$ cat src/rtl/multicycle_control_if.sv
// Control/datapath bundle between the multicycle control FSM (master) and the
// datapath (slave): opcode/flags in, PC and datapath strobes/selects out.
interface multicycle_control_if #(
  parameter int STATE_WIDTH  = 4,
  parameter int OPCODE_WIDTH = 6
);
  logic [OPCODE_WIDTH-1:0] opcode;
  logic                    zero;
  logic                    mem_ready;
  logic                    pc_en;
  logic                    pc_write;
  logic                    branch;
  logic [1:0]              pc_src;
  logic                    iord;
  logic                    mem_write;
  logic                    ir_write;
  logic                    reg_dst;
  logic                    mem_to_reg;
  logic                    reg_write;
  logic                    alu_src_a;
  logic [1:0]              alu_src_b;
  logic [1:0]              alu_op;
  logic                    illegal_op;
  logic [STATE_WIDTH-1:0]  state;

  modport master (
    input  opcode, zero, mem_ready,
    output pc_en, pc_write, branch, pc_src, iord, mem_write, ir_write,
           reg_dst, mem_to_reg, reg_write, alu_src_a, alu_src_b, alu_op,
           illegal_op, state
  );

  modport slave (
    output opcode, zero, mem_ready,
    input  pc_en, pc_write, branch, pc_src, iord, mem_write, ir_write,
           reg_dst, mem_to_reg, reg_write, alu_src_a, alu_src_b, alu_op,
           illegal_op, state
  );
endinterface

$ cat src/rtl/multicycle_control_fsm.sv
// Main control FSM of the multicycle MIPS core; Moore outputs except pc_en.
// Optional MULTICYCLE_CONTROL_MEM_WAIT_EN stalls FETCH/MEMRD/MEMWR on mem_ready.
//
// state  | meaning
// FETCH  | read instruction, PC <= PC+4
// DECODE | register read, branch target into ALUOut
// MEMADR | lw/sw address calculation
// MEMRD  | lw memory read
// MEMWB  | lw writeback from MDR
// MEMWR  | sw memory write
// EXEC   | R-type ALU operation
// ALUWB  | R-type writeback to rd
// BEQ    | compare, conditional PC load
// ADDIEX | addi ALU operation
// ADDIWB | addi writeback to rt
// JUMP   | PC <= jump target
module multicycle_control_fsm #(
  parameter int STATE_WIDTH  = 4,
  parameter int OPCODE_WIDTH = 6
) (
  input  logic                 clk,
  input  logic                 rst,
  multicycle_control_if.master bus
);

  typedef enum logic [STATE_WIDTH-1:0] {
    FETCH  = 4'd0,  DECODE = 4'd1,  MEMADR = 4'd2,  MEMRD  = 4'd3,
    MEMWB  = 4'd4,  MEMWR  = 4'd5,  EXEC   = 4'd6,  ALUWB  = 4'd7,
    BEQ    = 4'd8,  ADDIEX = 4'd9,  ADDIWB = 4'd10, JUMP   = 4'd11
  } state_t;

  localparam logic [OPCODE_WIDTH-1:0] OP_RTYPE = 6'b000000;
  localparam logic [OPCODE_WIDTH-1:0] OP_J     = 6'b000010;
  localparam logic [OPCODE_WIDTH-1:0] OP_BEQ   = 6'b000100;
  localparam logic [OPCODE_WIDTH-1:0] OP_ADDI  = 6'b001000;
  localparam logic [OPCODE_WIDTH-1:0] OP_LW    = 6'b100011;
  localparam logic [OPCODE_WIDTH-1:0] OP_SW    = 6'b101011;

  state_t     state_q, state_d;
  logic       illegal_q, illegal_d;
  logic       mem_ok;
  logic       pc_write, branch, iord, mem_write, ir_write;
  logic       reg_dst, mem_to_reg, reg_write, alu_src_a;
  logic [1:0] pc_src, alu_src_b, alu_op;

`ifdef MULTICYCLE_CONTROL_MEM_WAIT_EN
  assign mem_ok = bus.mem_ready;
`else
  logic unused_mem_ready;
  assign unused_mem_ready = bus.mem_ready;
  assign mem_ok = 1'b1;
`endif

  always_ff @(posedge clk) begin
    if (rst) begin
      state_q   <= FETCH;
      illegal_q <= 1'b0;
    end else begin
      state_q   <= state_d;
      illegal_q <= illegal_d;
    end
  end

  // In reset the decode is forced to FETCH so selects are defined; strobes are masked below.
  always_comb begin
    state_d    = FETCH;
    illegal_d  = 1'b0;
    pc_write   = 1'b0;
    branch     = 1'b0;
    pc_src     = 2'b00;
    iord       = 1'b0;
    mem_write  = 1'b0;
    ir_write   = 1'b0;
    reg_dst    = 1'b0;
    mem_to_reg = 1'b0;
    reg_write  = 1'b0;
    alu_src_a  = 1'b0;
    alu_src_b  = 2'b00;
    alu_op     = 2'b00;
    case (rst ? FETCH : state_q)
      FETCH: begin
        alu_src_b = 2'b01;
        ir_write  = mem_ok;
        pc_write  = mem_ok;
        state_d   = mem_ok ? DECODE : FETCH;
      end
      DECODE: begin
        alu_src_b = 2'b11;
        case (bus.opcode)
          OP_LW, OP_SW: state_d = MEMADR;
          OP_RTYPE:     state_d = EXEC;
          OP_BEQ:       state_d = BEQ;
          OP_ADDI:      state_d = ADDIEX;
          OP_J:         state_d = JUMP;
          default:      illegal_d = 1'b1;
        endcase
      end
      MEMADR, ADDIEX: begin
        alu_src_a = 1'b1;
        alu_src_b = 2'b10;
        if (state_q == ADDIEX) state_d = ADDIWB;
        else                   state_d = (bus.opcode == OP_LW) ? MEMRD : MEMWR;
      end
      MEMRD: begin
        iord    = 1'b1;
        state_d = mem_ok ? MEMWB : MEMRD;
      end
      MEMWB: begin
        mem_to_reg = 1'b1;
        reg_write  = 1'b1;
      end
      MEMWR: begin
        iord      = 1'b1;
        mem_write = mem_ok;
        state_d   = mem_ok ? FETCH : MEMWR;
      end
      EXEC: begin
        alu_src_a = 1'b1;
        alu_op    = 2'b10;
        state_d   = ALUWB;
      end
      ALUWB: begin
        reg_dst   = 1'b1;
        reg_write = 1'b1;
      end
      ADDIWB: reg_write = 1'b1;
      BEQ: begin
        alu_src_a = 1'b1;
        alu_op    = 2'b01;
        pc_src    = 2'b01;
        branch    = 1'b1;
      end
      JUMP: begin
        pc_src   = 2'b10;
        pc_write = 1'b1;
      end
      default: state_d = FETCH;
    endcase
    if (rst) begin
      pc_write  = 1'b0;
      branch    = 1'b0;
      ir_write  = 1'b0;
      reg_write = 1'b0;
      mem_write = 1'b0;
    end
  end

  assign bus.pc_en      = pc_write | (branch & bus.zero);
  assign bus.pc_write   = pc_write;
  assign bus.branch     = branch;
  assign bus.pc_src     = pc_src;
  assign bus.iord       = iord;
  assign bus.mem_write  = mem_write;
  assign bus.ir_write   = ir_write;
  assign bus.reg_dst    = reg_dst;
  assign bus.mem_to_reg = mem_to_reg;
  assign bus.reg_write  = reg_write;
  assign bus.alu_src_a  = alu_src_a;
  assign bus.alu_src_b  = alu_src_b;
  assign bus.alu_op     = alu_op;
  assign bus.illegal_op = illegal_q;
  assign bus.state      = state_q;

endmodule

$ cat src/flat_wrapper.sv
// flat-port wrapper written by rule: the top's interface ports become plain ports
module multicycle_control_fsm_flat 
#(
  parameter int STATE_WIDTH  = 4,
  parameter int OPCODE_WIDTH = 6
)
  (clk, rst, bus_opcode, bus_zero, bus_mem_ready, bus_pc_en, bus_pc_write, bus_branch, bus_pc_src, bus_iord, bus_mem_write, bus_ir_write, bus_reg_dst, bus_mem_to_reg, bus_reg_write, bus_alu_src_a, bus_alu_src_b, bus_alu_op, bus_illegal_op, bus_state);
  multicycle_control_if #(.STATE_WIDTH(STATE_WIDTH), .OPCODE_WIDTH(OPCODE_WIDTH)) bus_i ();
  input  logic clk;
  input  logic rst;
  input wire logic [$bits(bus_i.opcode)-1:0] bus_opcode;
  input wire logic [$bits(bus_i.zero)-1:0] bus_zero;
  input wire logic [$bits(bus_i.mem_ready)-1:0] bus_mem_ready;
  output wire logic [$bits(bus_i.pc_en)-1:0] bus_pc_en;
  output wire logic [$bits(bus_i.pc_write)-1:0] bus_pc_write;
  output wire logic [$bits(bus_i.branch)-1:0] bus_branch;
  output wire logic [$bits(bus_i.pc_src)-1:0] bus_pc_src;
  output wire logic [$bits(bus_i.iord)-1:0] bus_iord;
  output wire logic [$bits(bus_i.mem_write)-1:0] bus_mem_write;
  output wire logic [$bits(bus_i.ir_write)-1:0] bus_ir_write;
  output wire logic [$bits(bus_i.reg_dst)-1:0] bus_reg_dst;
  output wire logic [$bits(bus_i.mem_to_reg)-1:0] bus_mem_to_reg;
  output wire logic [$bits(bus_i.reg_write)-1:0] bus_reg_write;
  output wire logic [$bits(bus_i.alu_src_a)-1:0] bus_alu_src_a;
  output wire logic [$bits(bus_i.alu_src_b)-1:0] bus_alu_src_b;
  output wire logic [$bits(bus_i.alu_op)-1:0] bus_alu_op;
  output wire logic [$bits(bus_i.illegal_op)-1:0] bus_illegal_op;
  output wire logic [$bits(bus_i.state)-1:0] bus_state;
  assign bus_i.opcode = bus_opcode;
  assign bus_i.zero = bus_zero;
  assign bus_i.mem_ready = bus_mem_ready;
  assign bus_pc_en = bus_i.pc_en;
  assign bus_pc_write = bus_i.pc_write;
  assign bus_branch = bus_i.branch;
  assign bus_pc_src = bus_i.pc_src;
  assign bus_iord = bus_i.iord;
  assign bus_mem_write = bus_i.mem_write;
  assign bus_ir_write = bus_i.ir_write;
  assign bus_reg_dst = bus_i.reg_dst;
  assign bus_mem_to_reg = bus_i.mem_to_reg;
  assign bus_reg_write = bus_i.reg_write;
  assign bus_alu_src_a = bus_i.alu_src_a;
  assign bus_alu_src_b = bus_i.alu_src_b;
  assign bus_alu_op = bus_i.alu_op;
  assign bus_illegal_op = bus_i.illegal_op;
  assign bus_state = bus_i.state;
  multicycle_control_fsm #(.STATE_WIDTH(STATE_WIDTH), .OPCODE_WIDTH(OPCODE_WIDTH)) u_core (.clk(clk), .rst(rst), .bus(bus_i));
endmodule
$ cat config.mk
export PLATFORM = sky130hd
export DESIGN_NAME = multicycle_control_fsm_flat
export DESIGN_NICKNAME = d
export VERILOG_FILES = /design/src/rtl/multicycle_control_if.sv /design/src/rtl/multicycle_control_fsm.sv /design/src/flat_wrapper.sv
export SDC_FILE = /design/constraint.sdc
export NUM_CORES = 1
export LEC_CHECK = 0
export ABC_AREA = 1
export CAP_MARGIN = 0
export CORE_MARGIN = 4
export CORE_UTILIZATION = 30
export CTS_CLUSTER_SIZE = 16
export DETAILED_ROUTE_END_ITERATION = 10
export DONT_BUFFER_PORTS = 1
export SETUP_SLACK_MARGIN = 0.3
export SYNTH_ARGS = -nofsm -noshare
export SYNTH_HDL_FRONTEND = slang
export SYNTH_SLANG_ARGS = --single-unit
$ cat constraint.sdc
create_clock -name clk -period 1.35 [get_ports clk]
set_clock_uncertainty 0.2 [all_clocks]
set_input_delay 0.135 -clock clk [delete_from_list [all_inputs] [get_ports clk]]
set_output_delay 0.135 -clock clk [all_outputs]
set_load 0.05 [all_outputs]
==> out/results.ini <==
[drt]
wl_um = 1970
route.detailed.drc = 0
viasPerCell = 4.61
vias = 760
drt_first_pass_iters = 4
drtIter0Drc = 9
ant_nets = 0
drt-wirelength-per-cell_um = 11.9

[worst_setup_path]
startpoint_type = flop
cp.buffers_inverters = 2
timing.critical_path.mode_cell = buf_4
r2r_setup_slack_ns = -0.12
endpoint_kind = primary output
critPathArrivalTime_ns = 1.35
reg2reg_depth = 8
crit_type = reg2out
cp_top_family = buffers and inverters
cp_slowest_cell = dfxtp_4
crit_required_ns = 1.01
slowest_delay_ns = 0.37
r2r-start = u_core.bus.state[0]
path_cells = nor3_2 -> buf_4 -> nand2_2 -> o211ai_1 -> buf_4
reg2reg_to = u_core.bus.state[2]
cp_max_fo = 4

[yosys]
synth_top_family_by_area = simple AND/OR/NAND/NOR gates
synth_nets = 105
yosysMostFrequentCell = nand2_1
synth_xor_xnor_area_share = 0
synth_seq_cells = 5
synth_largest_area_cell = dfxtp_1
synthTopCellsByArea = dfxtp_1, nand2_1, inv_1
synthAdderAreaFrac = 0
syn_avg_cell_area_um2 = 5.93
ys_seq_area_frac = 0.178
synth_compound_area_frac = 0.0978
synth-edff-count = 0
synthFlopType = dfxtp_1
yosys.area_share.simple = 0.544
synthDominantCellAreaShare = 0.178
synth_area_um2 = 563
ys_warn_count = 0
synthDistinctLibCells = 22
synth_mux_area_frac = 0
async_flop_share = 0
synthTopCellsByCount = nand2_1, inv_1, nand3_1, nor2_1, dfxtp_1
synthCells = 95

[sta]
rsz0062_at_grt = yes
worst_slack_ns = -0.336
tns_ns = -5.16
drv_slew = 0
setup_violations = 21
layout_min_cycle_time_ns = 1.69
hold_viol_final = 4
worst_slew_pin_slew_ns = 0.349
fmax_mhz = 593
relSlewSlack = 0.766
period_share = 1.25
whs_ns = -0.101

[cts]
h-tree-depth = 1
cts_root_buf = clkbuf_4
cts_sinks = 5
cts_buffer_depth = 2
clock_latency_ns = 0.25
clkTransAtPathRegs_ns = 0.05
cts_tree = built
cts_buffers = 3

[global_route]
grt-ovfl-total = 0
grt_pass1_vias = 713
track_usage = 0.153
grt_pass1_wl_um = 2970
antenna_found_initial = 0
grt_max_degree = 9

[placement]
gp_congestion = 0.805
portBuffers = 0
place_area_um2 = 968
dp_hpwl_um = 1390

[layout]
area_growth_pct = 131
fin_area_mm2 = 0.00130
nNetsFinal = 151
num_antenna_cells = 0
drive_gt1_frac = 0.700

[die]
rows = 15
io_pins = 31
die_x_um = 51.3
die-area_mm2 = 0.00263
core_mm2 = 0.00175
die_y_um = 51.3
initial_core_util = 0.323

[worst_hold_path]
worstHoldPathCells = 3
hold_path.class = in2reg
min_to = u_core.bus.state[3]
hold_path.startpoint = bus_opcode[3]

[run]
cap_viol_max_count = 0

[outcome]
outcome = finished with violations
violations = negative hold slack, negative setup slack

[pwr]
vdd_drop_max_uv = 467
power.density_mw_per_mm2 = 421
total_leakage_power_nw = 0.644

==> power by group <==
group / internal, W / total [W] / switching [W]
clock: 0.000108 / 0.000181 / 0.0000733
sequential: 0.000147 / 0.000163 / 0.0000152
combinational: 0.0000835 / 0.000204 / 0.000121
==> worst reg2reg max path, stage by stage (launching register included) <==
cell and delay [ns]:
dfxtp_4 0.39, inv_6 0.05, nor2_8 0.13, buf_6 0.13, nand2_8 0.06, buf_6 0.13
nor2_8 0.12, nand4_1 0.10, nand3_1 0.10
==> what timing repair did <==
action,4_1_cts,5_1_grt
hold endpoints to repair,5,5
endpoints found under the setup margin,26,25
pin swaps,7,14
gates resized for setup,28,26
setup buffers,5,9
==> cell usage in the layout (no fill, tap or decap), types with 3 or more instances in the layout <==
cell	instances
nand2_1	9
inv_2	4
clkbuf_4	3
dfxtp_4	5
buf_8	5
inv_4	4
clkinvlp_4	4
inv_1	8
buf_12	6
buf_4	18
nand2_2	5
nand3_1	9
nand2_4	9
nor2_1	7
nor2_4	6
buf_6	13
==> area by class of cell <==
type	count	area, µm²
Clock buffer	3	22.5
Clock inverter	1	5.00
Fill cell	120	444
Inverter	22	118
Multi-Input combinational cell	66	519
Sequential cell	5	119
Tap cell	25	31.3
Timing Repair Buffer	43	487
==> worst max-delay path by stage <==
stage / start / endpoint / cells after the start
final: u_core.bus.state[0] / bus_reg_write / 5
after global routing: u_core.bus.state[0] / bus_reg_write / 5
after CTS: u_core.bus.state[0] / bus_alu_op[0] / 5
after detailed placement: u_core.bus.state[0] / bus_reg_write / 7
after global placement: u_core.bus.state[0] / bus_reg_write / 7
after floorplan: u_core.bus.state[1] / bus_reg_write / 4
==> kinds of logic after synthesis <==
family          Yosys count
simple gates             57
buf+inv                  24
flops                     5
compound gates            9
==> state kept, by name (all words and copies together), names as in the netlist <==
signal	count
u_core.bus.illegal_op	1
u_core.bus.state	4
==> stage by stage <==
step	hold WS (ns)	instances	worst slack (ns)	utilization	power (W)
2_1_floorplan	0.123	95	-0.531	-	0.000288
3_3_place_gp	-0.00970	146	-0.0949	0.555	0.000323
3_5_place_dp	-0.00767	146	-0.125	0.555	0.000326
4_1_cts	-0.278	155	-0.333	0.648	0.000533
5_1_grt	-0.0982	165	-0.450	0.746	0.000582
6_report	-0.101	165	-0.336	0.746	0.000548
==> layer usage <==
layer  share of wire  global-route usage
met4           0.030               0.122
met2            0.52               0.249
met1            0.40               0.175
met3           0.041              0.0233
met5               0                   0
(Power assumes the default switching activity.)
